--- config.mk ---
export PLATFORM = sky130hd
export DESIGN_NAME = nibble_alu_seq
export DESIGN_NICKNAME = d
export VERILOG_FILES = /design/src/rtl/nibble_alu_pkg.sv /design/src/rtl/nibble_alu_seq_alu.sv /design/src/rtl/nibble_alu_seq.sv
export SDC_FILE = /design/constraint.sdc
export NUM_CORES = 1
export LEC_CHECK = 0
export ABC_AREA = 1
export CORE_ASPECT_RATIO = 1.5
export CORE_MARGIN = 2
export CORE_UTILIZATION = 45
export DETAILED_ROUTE_END_ITERATION = 10
export GPL_ROUTABILITY_DRIVEN = 0
export PLACE_DENSITY = 0.77
export SYNTH_ARGS = -nofsm -noshare
export SYNTH_HDL_FRONTEND = slang
export SYNTH_SLANG_ARGS = --single-unit
--- constraint.sdc ---
create_clock -name clk -period 5.15 [get_ports clk]
set_input_delay 0.7725 -clock clk [delete_from_list [all_inputs] [get_ports clk]]
set_output_delay 0.7725 -clock clk [all_outputs]
set_load 0.005 [all_outputs]
--- src/rtl/nibble_alu_pkg.sv ---
// Shared constants for the nibble-serial ALU:
// opcodes, FSM state codes and 74181-style ALU controls.
package nibble_alu_pkg;

    localparam logic [2:0] OP_ADD = 3'b000;
    localparam logic [2:0] OP_SUB = 3'b001;
    localparam logic [2:0] OP_AND = 3'b010;
    localparam logic [2:0] OP_OR  = 3'b011;
    localparam logic [2:0] OP_XOR = 3'b100;

    localparam logic [1:0] S_IDLE = 2'd0;
    localparam logic [1:0] S_RUN  = 2'd1;
    localparam logic [1:0] S_DONE = 2'd2;

    localparam logic [3:0] SEL_ADD  = 4'b1001;
    localparam logic [3:0] SEL_SUB  = 4'b0110;
    localparam logic [3:0] SEL_AND  = 4'b1011;
    localparam logic [3:0] SEL_OR   = 4'b1110;
    localparam logic [3:0] SEL_XOR  = 4'b0110;
    localparam logic [3:0] SEL_PASS = 4'b1111;

    // Returns {M, Sel}; reserved opcodes fall through to PASS_A.
    function automatic logic [4:0] alu_ctrl(input logic [2:0] op);
        logic [4:0] c;
        case (op)
            OP_ADD:  c = {1'b0, SEL_ADD};
            OP_SUB:  c = {1'b0, SEL_SUB};
            OP_AND:  c = {1'b1, SEL_AND};
            OP_OR:   c = {1'b1, SEL_OR};
            OP_XOR:  c = {1'b1, SEL_XOR};
            default: c = {1'b1, SEL_PASS};
        endcase
        return c;
    endfunction

endpackage

--- src/rtl/nibble_alu_seq_alu.sv ---
// 4-bit 74181-style ALU slice with active-low carry in/out,
// active-high data, and a per-nibble equality flag.
module alu_4bit
    import nibble_alu_pkg::*;
(
    input  logic [3:0] a_i,
    input  logic [3:0] b_i,
    input  logic [3:0] sel_i,
    input  logic       m_i,
    input  logic       cn_i,
    output logic [3:0] f_o,
    output logic       cn4_o,
    output logic       eq_o
);

    logic [4:0] sum;

    always_comb begin
        sum   = '0;
        f_o   = a_i;
        cn4_o = 1'b1;
        if (!m_i) begin
            case (sel_i)
                SEL_ADD: sum = {1'b0, a_i} + {1'b0, b_i} + {4'b0, ~cn_i};
                SEL_SUB: sum = {1'b0, a_i} + {1'b0, ~b_i} + {4'b0, ~cn_i};
                default: sum = {1'b1, a_i};
            endcase
            f_o   = sum[3:0];
            cn4_o = ~sum[4];
        end else begin
            case (sel_i)
                SEL_AND: f_o = a_i & b_i;
                SEL_OR:  f_o = a_i | b_i;
                SEL_XOR: f_o = a_i ^ b_i;
                default: f_o = a_i;
            endcase
        end
    end

    assign eq_o = (a_i == b_i);

endmodule

--- src/rtl/nibble_alu_seq.sv ---
// Nibble-serial 16-bit ALU: one alu_4bit slice is reused
// LSB-first across NIBBLES cycles, with a registered ripple carry.
module nibble_alu_seq
    import nibble_alu_pkg::*;
#(
    parameter int NIBBLES = 4
) (
    input  logic                 clk,
    input  logic                 rst,
    input  logic                 start,
    input  logic [2:0]           op,
    input  logic [4*NIBBLES-1:0] a,
    input  logic [4*NIBBLES-1:0] b,
    output logic                 busy,
    output logic                 done,
    output logic [4*NIBBLES-1:0] result,
    output logic                 carry_out,
    output logic                 zero,
    output logic                 eq
);

    localparam int W  = 4 * NIBBLES;
    localparam int IW = (NIBBLES > 1) ? $clog2(NIBBLES) : 1;

    logic [1:0]    st_q, st_d;
    logic [IW-1:0] idx_q, idx_d;
    logic [2:0]    op_q, op_d;
    logic [W-1:0]  a_q, a_d, b_q, b_d;
    logic [W-1:0]  res_q, res_d;
    logic          cn_q, cn_d;
    logic          eq_q, eq_d;
    logic          cout_q, cout_d;
    logic          zero_q, zero_d;

    logic [3:0] a_nib, b_nib, f;
    logic [4:0] ctrl;
    logic       cin, cn4, eq_nib, arith, last;

    assign ctrl  = alu_ctrl(op_q);
    assign arith = (op_q == OP_ADD) || (op_q == OP_SUB);
    assign last  = (idx_q == IW'(NIBBLES - 1));
    // Carry is active-low: 1 means "no carry in" for ADD, 0 injects the +1 for SUB.
    assign cin   = (idx_q == '0) ? (op_q != OP_SUB) : cn_q;

    always_comb begin
        a_nib = '0;
        b_nib = '0;
        for (int i = 0; i < NIBBLES; i++) begin
            if (idx_q == IW'(i)) begin
                a_nib = a_q[4*i +: 4];
                b_nib = b_q[4*i +: 4];
            end
        end
    end

    alu_4bit u_alu (
        .a_i   (a_nib),
        .b_i   (b_nib),
        .sel_i (ctrl[3:0]),
        .m_i   (ctrl[4]),
        .cn_i  (cin),
        .f_o   (f),
        .cn4_o (cn4),
        .eq_o  (eq_nib)
    );

    always_comb begin
        st_d   = st_q;
        idx_d  = idx_q;
        op_d   = op_q;
        a_d    = a_q;
        b_d    = b_q;
        res_d  = res_q;
        cn_d   = cn_q;
        eq_d   = eq_q;
        cout_d = cout_q;
        zero_d = zero_q;
        case (st_q)
            S_IDLE, S_DONE: begin
                st_d = S_IDLE;
                if (start) begin
                    st_d   = S_RUN;
                    idx_d  = '0;
                    op_d   = op;
                    a_d    = a;
                    b_d    = b;
                    res_d  = '0;
                    cn_d   = 1'b1;
                    eq_d   = 1'b1;
                    cout_d = 1'b0;
                    zero_d = 1'b0;
                end
            end
            S_RUN: begin
                for (int i = 0; i < NIBBLES; i++) begin
                    if (idx_q == IW'(i)) res_d[4*i +: 4] = f;
                end
                cn_d = cn4;
                eq_d = eq_q & eq_nib;
                if (last) begin
                    st_d   = S_DONE;
                    cout_d = arith & ~cn4;
                    zero_d = (res_d == '0);
                end else begin
                    idx_d = idx_q + IW'(1);
                end
            end
            default: st_d = S_IDLE;
        endcase
    end

    always_ff @(posedge clk or posedge rst) begin
        if (rst) begin
            st_q   <= S_IDLE;
            idx_q  <= '0;
            op_q   <= '0;
            a_q    <= '0;
            b_q    <= '0;
            res_q  <= '0;
            cn_q   <= 1'b0;
            eq_q   <= 1'b0;
            cout_q <= 1'b0;
            zero_q <= 1'b0;
        end else begin
            st_q   <= st_d;
            idx_q  <= idx_d;
            op_q   <= op_d;
            a_q    <= a_d;
            b_q    <= b_d;
            res_q  <= res_d;
            cn_q   <= cn_d;
            eq_q   <= eq_d;
            cout_q <= cout_d;
            zero_q <= zero_d;
        end
    end

    assign busy      = (st_q == S_RUN);
    assign done      = (st_q == S_DONE);
    assign result    = res_q;
    assign carry_out = cout_q;
    assign zero      = zero_q;
    assign eq        = eq_q;

endmodule

# After elaboration in Yosys (flattened, before gate mapping)
# Index checks and enable logic that the tools add are counted.
# totals
ff_bits	59
latchBits	0
mem_bits_rw	0
rom_bits	0
in_bits	38
elab_cells	92
mem_count	0
# op_classes
add_sub_neg	5
multipliers	0
n_div	0
magnitude_cmp	0
eq_ne	18
shift	0
n_mux	39
bitwise_logic	9
reduce_logical	11
# ops
operator	n
$mux 4	17
$pmux 16 s2	1
$pmux 5 s5	1
$logic_not 16->1	1
$mux 16	1
$eq 4x4->1 const B	3
$pmux 4 s3	1
$add 4x4->5	2
$add 5x1->5	2
$pmux 5 s2	1
$pmux 1 s2	4
$pmux 2 s2	2
$mux 1	7
$eq 2x2->1 const B	3
$eq 3x2->1 const B	2
$mux 2	3
$reduce_and 3->1	2
$mux 5	1
$and 4x4->4	1
$eq 2x1->1 const B	2
$eq 4x3->1 const B	1
$eq 4x4->1	1
$logic_not 2->1	2
$ne 2x2->1 const B	2
15 further kinds	19

# Depth between registers and ports, before layout
# Gate-level depths: netlist (run 1).
# depth
depth_word	16
ltp_mapped	23

# By module
# From an unflattened synthesis (run 1), not the netlist that was laid out.
# hier_totals
hier_cells	489
area_unflattened_um2	3552.2
# modules_own_cells
mod	instances	cells_each	area_each_um2	seq_area_each_um2
nibble_alu_seq	1	371	2834.0	1476.4
alu_4bit	1	118	718.2	0.0

# Worst setup path after synthesis (run 1)
# Ideal clock, no wire load.
# synth_timing
path_kind	flip-flop to flip-flop
start	register idx_q[0]
end	register zero_q, in the netlist zero
setup_ns	0.065
arrival_ns	3.109
setup_slack_ns	1.976
stages_incl_launch_ff	20
path_buffers	3
cell_sequence	dfrtp_1 -> ha_1 -> clkbuf_2 -> buf_2 -> buf_1 -> a21oi_1 -> a22oi_1 -> inv_1 -> fa_1 -> inv_1 -> fa_1 -> nand2_1 -> o211ai_1 -> nand2_1 -> nand2_1 -> o21ai_1 -> nand3_1 -> nor2_1 -> nand2_1 -> nand2_1
# synth_via
elab_chain_cells	16
elab_cells_between_ends	39
# synth_rtl
item	line	text
start: declaration	nibble_alu_seq.sv:26	logic [IW-1:0] idx_q, idx_d;
start signal: assignment	nibble_alu_seq.sv:126	idx_q <= idx_d;
$logic_not 2->1	nibble_alu_seq.sv:43, nibble_alu_seq.sv:49, nibble_alu_seq.sv:96	
$mux 4 (4 in series)	nibble_alu_seq.sv:49	if (idx_q == IW'(i)) begin
$not 4->4	nibble_alu_seq_alu.sv:25	SEL_SUB: sum = {1'b0, a_i} + {1'b0, ~b_i} + {4'b0, ~cn_i};
$add 4x4->5	nibble_alu_seq_alu.sv:25	
$add 5x1->5	nibble_alu_seq_alu.sv:25	
$pmux 5 s2	nibble_alu_seq_alu.sv:23	case (sel_i)
$mux 5	nibble_alu_seq_alu.sv:22	if (!m_i) begin
$mux 4	nibble_alu_seq_alu.sv:22	
$mux 4	nibble_alu_seq.sv:96	if (idx_q == IW'(i)) res_d[4*i +: 4] = f;
$mux 4	nibble_alu_seq.sv:78	case (st_q)
$logic_not 16->1	nibble_alu_seq.sv:103	zero_d = (res_d == '0);
$mux 1	nibble_alu_seq.sv:100	if (last) begin
$pmux 1 s2	nibble_alu_seq.sv:78	
end signal: assignment	nibble_alu_seq.sv:134	zero_q <= zero_d;
end: declaration	nibble_alu_seq.sv:33	logic zero_q, zero_d;
# Parallel ways exist; a longest one is shown, timed or not. The select of a mux whose other input is x is not followed.
# A chain may end at the register's enable or synchronous reset.

# Worst setup path after layout (run 1)
# layout_timing
start	register idx_q[1]
end	register zero_q, in the netlist zero
# Same word-level chain as after synthesis.

==> reports/metrics.yaml, run 1 <==
outcome:
  status: "finished with violations"
  violations: "DRC"
timing:
  tns_ns: 0
  clock_skew_ns: 0.00887
  setup_violations: 0
  relSlewSlack: 0.456
  hold_viol_final: 0
  worst_pin_slew_ns: 0.817
  final.min_clock_period_ns: 3.66
  maxSlewViolCount: 0
  fin_crit_sh: 0.711
  timing.final.ws_setup_ns: 1.49
  rsz0062_at_grt: "no"
  fmax_mhz: 273
setup_path:
  required_ns: 5.44
  cp-start-kind: "flip-flop"
  crit_chain: "inv_1 > ha_1 > inv_1 > nand2_1 > o21ai_0 > a22oi_1 > inv_1 > fa_1 > inv_1 > fa_1 > nand2_1 > o211ai_1 > nand2_1 > nand2_1 > o21ai_1 > nand3_1 > nor2_1 > nand2_1 > nand2_1"
  crit_arrival_ns: 3.96
  crit_path_end_kind: "flip-flop"
  cpPeakStageDelay_ns: 0.41
  slowest_stage: "fa_1"
  cpMostUsedCell: "nand2_1"
  critical_path_class: "reg -> reg"
  cp_max_fo: 11
place:
  dp_slack_ns: 1.51
  io_buffers: 58
  post-dp-hpwl_um: 6320
flow_run:
  maxCapViolations: 0
synth:
  synth_cells: 456
  avgSynthCellArea_um2: 7.47
  ys_top_cells_by_count: "nand2_1 (173), dfrtp_1 (59), inv_1 (42)"
  yosys.area.top_type_share: 0.434
  synthFlopType: "dfrtp_1"
  syn_area_um2: 3400
  synth-edff-count: 0
  synth_cell_type_count: 32
  ys_seq_area_frac: 0.434
  synth.most_common_cell: "nand2_1"
  post-synth-top-area-cell: "dfrtp_1"
  syn-num-nets: 513
  async_reset_ff_frac: 1.00
  synthTopCellsByArea: "dfrtp_1 (43%), nand2_1 (19%), ha_1 (5.5%)"
  ys_ff_latch: 59
  ys_warn_count: 0
clock_tree:
  postCtsSetupBuffers: 0
  numClockSinks: 59
  cts_max_path_buffers: 2
  clk_pin_slew_ns: 0.06
  root_buffer: "clkbuf_8"
  hold_buffers: 0
  cts_resized: 0
  clk_latency_ns: 0.35
  ctsHtreeMaxLevel: 3
  cts_buffers: 9
  tritoncts: "yes"
power:
  p_leak_nw: 2.12
  p_total_mw: 3.15
  cellPowerDensity_nw_per_um2: 742
  ir_worst_vdd_mv: 0.309
die:
  die_x_um: 75.0
  row_count: 38
  ios: 59
  dieArea_um2: 8290
  chipHeight_um: 111
  start_util: 0.468
  core-area_um2: 7270
final_layout:
  post-route-util: 0.584
  fillers: 673
  fin_nets: 566
  antenna_cells: 0
  area_delta_synth_final_pct: 24.7
  drive_above_1_share: 0.0506
route:
  wl_per_cell_um: 13.7
  detail_route.vias_per_cell: 5.15
  drc_errors: 1
  finalWirelength_um: 8380
  dr.first_iter.drc_count: 361
  drt_pre_antenna_iters: 8
  antenna_left: 0
  vias: 3162
global_routing:
  grt_pass1_vias: 3075
  grt_pass1_wl_um: 14200
  grt_max_degree: 60
  grt_overflow: 0
  antenna_found_initial: 0
  grt_use_total: 0.223
hold_path:
  min_path_type: "reg -> reg"
-- path summary, 6_finish.rpt --
path	from	to	slack, ns	depth (start not counted)
worst max-delay path	idx_q[1]	zero	1.49	19
worst min-delay path	a_q[10]	a_q[10]	0.48	2
worst max register to register	idx_q[1]	zero	1.49	19
worst min register to register	a_q[10]	a_q[10]	0.48	2
max in group asynchronous	rst	cn_q	3.72	3
min in group asynchronous	rst	b_q[0]	0.95	3
-- power by group --
| group | switching, mW | internal, mW |
|---|---|---|
| registers | 0.134 | 0.667 |
| logic | 1.22 | 0.691 |
| clock network | 0.175 | 0.264 |
| total | 1.53 | 1.62 |
-- cell families (layout without fill, tap and decap cells) --
logic type	count (synthesis)	in the layout	share of synthesized area
fa+ha+maj	19	19	0.0786
compound gates	76	76	0.129
flops	59	59	0.434
buf+inv	66	124	0.0783
simple gates	236	236	0.280
-- worst max-delay path, delay by kind of cell, from the launching register on --
kind,cells,cell delay [ns]
AND/OR/NAND/NOR,8,0.75
flip-flops,1,0.40
buffers and inverters,4,0.60
adder cells (fa/ha/maj),3,1.22
AO/OA/AOI/OAI,4,0.66
-- per-layer routing --
| layer | track usage | vias up | wire length [um] |
|---|---|---|---|
| met3 | 0.0502 | 28 | 396 |
| li1 | - | 1557 | - |
| met2 | 0.340 | 114 | 4200 |
| met1 | 0.286 | 1463 | 3450 |
| met5 | 0 | - | 0 |
| met4 | 0.119 | 0 | 338 |
-- metrics by stage --
step / std cells / area (um^2) / hold WS [ns]
CTS: 614 / 4250 / 0.485
finish: 614 / 4250 / 0.481
global placement: 598 / 4040 / 0.464
global route: 614 / 4250 / 0.508
floorplan: 456 / 3400 / 0.449
detailed placement: 598 / 4040 / 0.467
-- state kept, by name (all words and copies together), names as in the netlist --
| name | count |
|---|---|
| result | 16 |
| cn_q | 1 |
| zero | 1 |
| st_q | 2 |
| carry_out | 1 |
| idx_q | 2 |
| eq | 1 |
| a_q | 16 |
| op_q | 3 |
| b_q | 16 |
-- cell usage in the layout (no fill, tap or decap), drive strengths merged, types with 2 or more instances in the layout --
| cell | synthesis | final |
|---|---|---|
| inv | 46 | 46 |
| a21oi | 19 | 19 |
| clkdlybuf4s50 | 0 | 58 |
| nand2 | 174 | 174 |
| a31oi | 2 | 2 |
| o21ai | 36 | 36 |
| buf | 9 | 2 |
| o211ai | 2 | 2 |
| o22ai | 3 | 3 |
| nand3 | 29 | 29 |
| clkinv | 2 | 2 |
| a22oi | 4 | 4 |
| dfrtp | 59 | 59 |
| fa | 4 | 4 |
| nor2 | 30 | 30 |
| ha | 15 | 15 |
| clkbuf | 9 | 15 |
| a22o | 8 | 8 |
-- layout make-up --
class                      count  area (um^2)  share of cell area
tap                          100          125              0.0295
sequential                    59         1480               0.348
clock buffer                  15          176              0.0416
clock inverter                 1         30.0             0.00707
timing repair buffer          60          596               0.140
inverter                      48          180              0.0424
multi-input combinational    331         1660               0.391
No activity file was read; power rests on OpenSTA's default activity.
==> run 2: changes to the inputs <==
clock period = 3.5 ns   (was 5.15 ns; I/O delays follow)
==> reports/metrics.yaml, run 2 (synthesis results as in run 1) <==
timing:
  clock_skew_ns: 0.00507
  timing.final.ws_setup_ns: 0.256
  setup_violations: 0
  hold_viol_final: 0
  fmax_mhz: 308
  final.min_clock_period_ns: 3.24
  relSlewSlack: 0.643
  tns_ns: 0
  maxSlewViolCount: 0
  fin_crit_sh: 0.927
  rsz0062_at_grt: "no"
  worst_pin_slew_ns: 0.535
setup_path:
  slowest_stage: "fa_1"
  timing.rr.start: "idx_q[1]"
  cp-start-kind: "flip-flop"
  required_ns: 3.79
  crit_chain: "inv_1 > ha_1 > buf_4 > a21oi_1 > o21ai_0 > a22oi_2 > inv_2 > fa_1 > inv_1 > fa_1 > nand2_1 > o211ai_1 > nand2_1 > nand2_1 > o21ai_1 > nand3_1 > nor2_1 > nand2_1 > nand2_1"
  reg2reg_setup_slack_ns: 0.26
  cpMostUsedCell: "nand2_1"
  cpPeakStageDelay_ns: 0.42
  timing.rr.end: "zero"
  critical_path_class: "reg -> reg"
  crit_arrival_ns: 3.53
  cp_top_family: "adder cells"
  crit_buf_inv: 4
  r2r_cells: 19
  cp_max_fo: 7
  crit_path_end_kind: "flip-flop"
clock_tree:
  clk_latency_ns: 0.35
  cts_buffers: 9
  cts_max_path_buffers: 2
  hold_buffers: 0
  root_buffer: "clkbuf_8"
  tritoncts: "yes"
  clk_pin_slew_ns: 0.06
  numClockSinks: 59
  ctsHtreeMaxLevel: 3
route:
  vias: 3250
  drc_errors: 0
  drt_pre_antenna_iters: 5
  antenna_left: 0
  wl_per_cell_um: 14.0
  detail_route.vias_per_cell: 5.19
  dr.first_iter.drc_count: 286
  finalWirelength_um: 8770
die:
  core-area_um2: 7270
  die_x_um: 75.0
  start_util: 0.468
  ios: 59
  chipHeight_um: 111
  row_count: 38
  dieArea_um2: 8290
final_layout:
  final_cell_mix: "nand2_1 (172), dfrtp_1 (59), clkdlybuf4s50_1 (58)"
  layout_commonest_cell: "nand2_1"
  antenna_cells: 0
  area_delta_synth_final_pct: 28.1
  drive_above_1_share: 0.0894
  fin_nets: 579
  fillers: 662
place:
  io_buffers: 58
  dp_slack_ns: 0.0803
  post-dp-hpwl_um: 6510
power:
  ir_worst_vdd_mv: 0.480
  p_leak_nw: 2.18
  cellPowerDensity_nw_per_um2: 1090
global_routing:
  grt_overflow: 0
  grt_use_total: 0.234
  grt_pass1_vias: 3309
  grt_max_degree: 34
  antenna_found_initial: 0
  grt_pass1_wl_um: 14900
hold_path:
  min_to: "a_q[5]"
  hold_depth: 2
  hp-start: "a_q[5]"
  min_path_type: "reg -> reg"
outcome:
  status: "completed"
flow_run:
  maxCapViolations: 0
==> run 2: metal layers <==
layer  global-route usage  routed length [um]
met1                0.269                3470
met5                    0                   0
met4                0.136                 410
met2                0.380                4430
met3               0.0566                 459
==> run 2: cell type report <==
| cell class | instances | area, um^2 | share of cell area |
|---|---|---|---|
| Timing Repair Buffer | 73 | 693 | 0.159 |
| Clock buffer | 13 | 159 | 0.0364 |
| Sequential cell | 59 | 1480 | 0.339 |
| Clock inverter | 2 | 35.0 | 0.00803 |
| Inverter | 48 | 180 | 0.0413 |
| Multi-Input combinational cell | 331 | 1690 | 0.388 |
| Tap cell | 100 | 125 | 0.0287 |
==> run 2: per-stage QoR <==
stage | cell area (um^2) | hold WS, ns | cells | util | power, mW
floorplan | 3400 | 0.449 | 456 | - | 3.12
global placement | 4110 | 0.468 | 608 | 0.566 | 3.88
detailed placement | 4110 | 0.468 | 608 | 0.566 | 3.99
CTS | 4310 | 0.485 | 623 | 0.592 | 4.65
global route | 4360 | 0.497 | 626 | 0.599 | 5.18
finish | 4360 | 0.482 | 626 | 0.599 | 4.76
==> run 2: repair_timing <==
action                     4_1_cts  5_1_grt
hold endpoints to repair         0        0
gates resized for setup          0        9
setup buffers                    0        3
setup endpoints to repair        0       15
==> run 2: worst max-delay path by stage <==
| stage | start | to | slack [ns] | cells past startpoint |
|---|---|---|---|---|
| 6_report | idx_q[1] | zero | 0.26 | 19 |
| 5_1_grt | idx_q[1] | zero | 0.006 | 19 |
| 4_1_cts | idx_q[0] | zero | 0.02 | 17 |
| 3_5_place_dp | idx_q[0] | zero | 0.08 | 17 |
| 3_3_place_gp | idx_q[0] | zero | 0.24 | 21 |
| 2_1_floorplan | idx_q[0] | zero | 0.33 | 19 |
==> run 2: where the power goes <==
part / leakage (nW) / total, mW / internal (mW) / switching [mW]
clock: 0.0995 / 0.619 / 0.363 / 0.257
combinational: 1.34 / 2.97 / 1.11 / 1.85
sequential: 0.741 / 1.17 / 0.982 / 0.192
==> run 2: worst register-to-register path: cells and delay by family (launching register included) <==
| family | cells | cell delay, ns |
|---|---|---|
| fa+ha+maj | 3 | 1.04 |
| buf+inv | 4 | 0.46 |
| flops | 1 | 0.37 |
| compound gates | 5 | 0.75 |
| simple gates | 7 | 0.60 |
==> run 3: changes to the inputs <==
CORE_MARGIN = 5   (was 2)
==> reports/metrics.yaml, run 3 (synthesis results as in run 1) <==
outcome:
  status: "completed"
place:
  post-dp-hpwl_um: 6630
  placed_cells: 608
  place_area_um2: 4100
  io_buffers: 58
final_layout:
  antenna_cells: 0
  fin_nets: 576
  area_delta_synth_final_pct: 31.1
  final_cell_mix: "nand2_1 (172), dfrtp_1 (58), clkdlybuf4s50_1 (58)"
  fillers: 665
  multi_input_area_um2: 1700
  seq_area_um2: 1480
  layout_commonest_cell: "nand2_1"
  drive_above_1_share: 0.0920
  stdcell_area_um2: 4460
  fin_cells: 624
hold_path:
  min_to: "b_q[15]"
  min_path_type: "reg -> reg"
  hold_depth: 2
  hp-start: "b_q[15]"
power:
  cellPowerDensity_nw_per_um2: 1120
  power.share.clock: 0.177
  seqPwrFrac: 0.233
  cellInternalPower_mw: 2.69
  p_total_mw: 5.02
  p_comb_frac: 0.589
  p_leak_nw: 2.21
  netSwitchingFraction: 0.464
  power.switching_mw: 2.33
  ir_worst_vdd_mv: 0.466
route:
  detail_route.vias_per_cell: 5.21
  wl_met3_um: 596
  dr_wl_met2_um: 4540
  routed.top_layer: "met4"
  wl_per_cell_um: 14.4
  drc_errors: 0
  antenna_left: 0
  drt_pre_antenna_iters: 5
  vias: 3254
  dr.first_iter.drc_count: 247
  wirelength_met1_um: 3380
  finalWirelength_um: 8970
clock_tree:
  ctsHtreeMaxLevel: 3
  numClockSinks: 59
  tritoncts: "yes"
  cts_buffers: 9
  clk_pin_slew_ns: 0.05
  hold_buffers: 0
  cts_max_path_buffers: 2
  clk_latency_ns: 0.33
  root_buffer: "clkbuf_16"
timing:
  worst_pin_slew_ns: 0.918
  relSlewSlack: 0.387
  fmax_mhz: 306
  fin_crit_sh: 0.933
  maxSlewViolCount: 0
  final.min_clock_period_ns: 3.26
  hold_viol_final: 0
  clock_skew_ns: 0.00668
  setup_violations: 0
  tns_ns: 0
die:
  ios: 59
  die_x_um: 81.0
  start_util: 0.453
  chipHeight_um: 117
  row_count: 39
  core-area_um2: 7510
  dieArea_um2: 9440
setup_path:
  reg2reg_setup_slack_ns: 0.24
  crit_arrival_ns: 3.53
  slowest_stage: "fa_1"
  r2r_cells: 19
  required_ns: 3.76
  critical_path_class: "reg -> reg"
  crit_chain: "inv_1 > ha_4 > buf_4 > a21oi_1 > o21ai_0 > a22oi_2 > inv_2 > fa_1 > inv_1 > fa_1 > nand2_1 > o211ai_1 > nand2_1 > nand2_1 > o21ai_1 > nand3_1 > nor2_1 > nand2_1 > nand2_1"
  crit_path_end_kind: "flip-flop"
  cp_max_fo: 7
  cpPeakStageDelay_ns: 0.42
  cp-start-kind: "flip-flop"
  timing.rr.end: "zero"
  timing.rr.start: "idx_q[1]"
  cpMostUsedCell: "nand2_1"
flow_run:
  maxCapViolations: 0
global_routing:
  grt_overflow: 0
  grt_pass1_wl_um: 14700
  grt_max_degree: 50
  antenna_found_initial: 0
  grt_pass1_vias: 3243
  grt_use_total: 0.203
==> run 3: cell count changes in the layout (fill, tap and decap cells not counted), sizes merged <==
cell,before,now
clkbuf,13,12
buf,15,12
==> run 3: worst max path at each step <==
| stage | slack, ns | startpoint | endpoint |
|---|---|---|---|
| 2_1_floorplan | 0.33 | idx_q[0] | zero |
| 3_5_place_dp | 0.05 | idx_q[1] | zero |
| 6_report | 0.24 | idx_q[1] | zero |
| 5_1_grt | -0.04 | idx_q[1] | zero |
| 3_3_place_gp | 0.16 | idx_q[1] | zero |
| 4_1_cts | 0.03 | idx_q[1] | zero |
==> run 3: power by group through the flow <==
stage | Combinational, mW | Clock, mW | Sequential, mW
after floorplan | 2.00 | 0 | 1.12
after global placement | 2.74 | 0 | 1.16
after detailed placement | 2.81 | 0 | 1.17
after CTS | 2.85 | 0.897 | 1.16
after global routing | 3.35 | 0.936 | 1.21
final | 2.96 | 0.889 | 1.17
==> run 3: worst max-delay path, delay by kind of cell (launching register included) <==
kind	cells	cell delay (ns)
AOI/OAI and AO/OA	5	0.76
DFF	1	0.36
adders and majority gates	3	1.00
buffers and inverters	4	0.45
and+or+nand+nor	7	0.62
==> run 3: routing by layer <==
| metal | track usage | up-vias |
|---|---|---|
| met1 | 0.231 | 1499 |
| met2 | 0.341 | 134 |
| li1 | - | 1581 |
| met4 | 0.141 | 0 |
| met3 | 0.0394 | 40 |
| met5 | 0 | - |
==> run 3: through the flow <==
stage | hold slack, ns | worst slack, ns | utilization
6_report | 0.487 | 0.236 | 0.594
5_1_grt | 0.511 | -0.0361 | 0.594
4_1_cts | 0.487 | 0.0291 | 0.586
3_5_place_dp | 0.470 | 0.0531 | 0.546
3_3_place_gp | 0.464 | 0.161 | 0.546
2_1_floorplan | 0.449 | 0.326 | -
==> run 3: final cells by class <==
cell class                      count  area share
Multi-Input combinational cell    331       0.382
Sequential cell                    59       0.331
Timing Repair Buffer               70       0.150
Clock buffer                       12      0.0597
Inverter                           48      0.0404
Tap cell                          102      0.0286
Clock inverter                      2     0.00785
==> run 3: timing repair <==
| action | 4_1_cts | 5_1_grt |
|---|---|---|
| setup buffers | 0 | 2 |
| gates resized for setup | 0 | 13 |
| endpoints found under the setup margin | 0 | 9 |
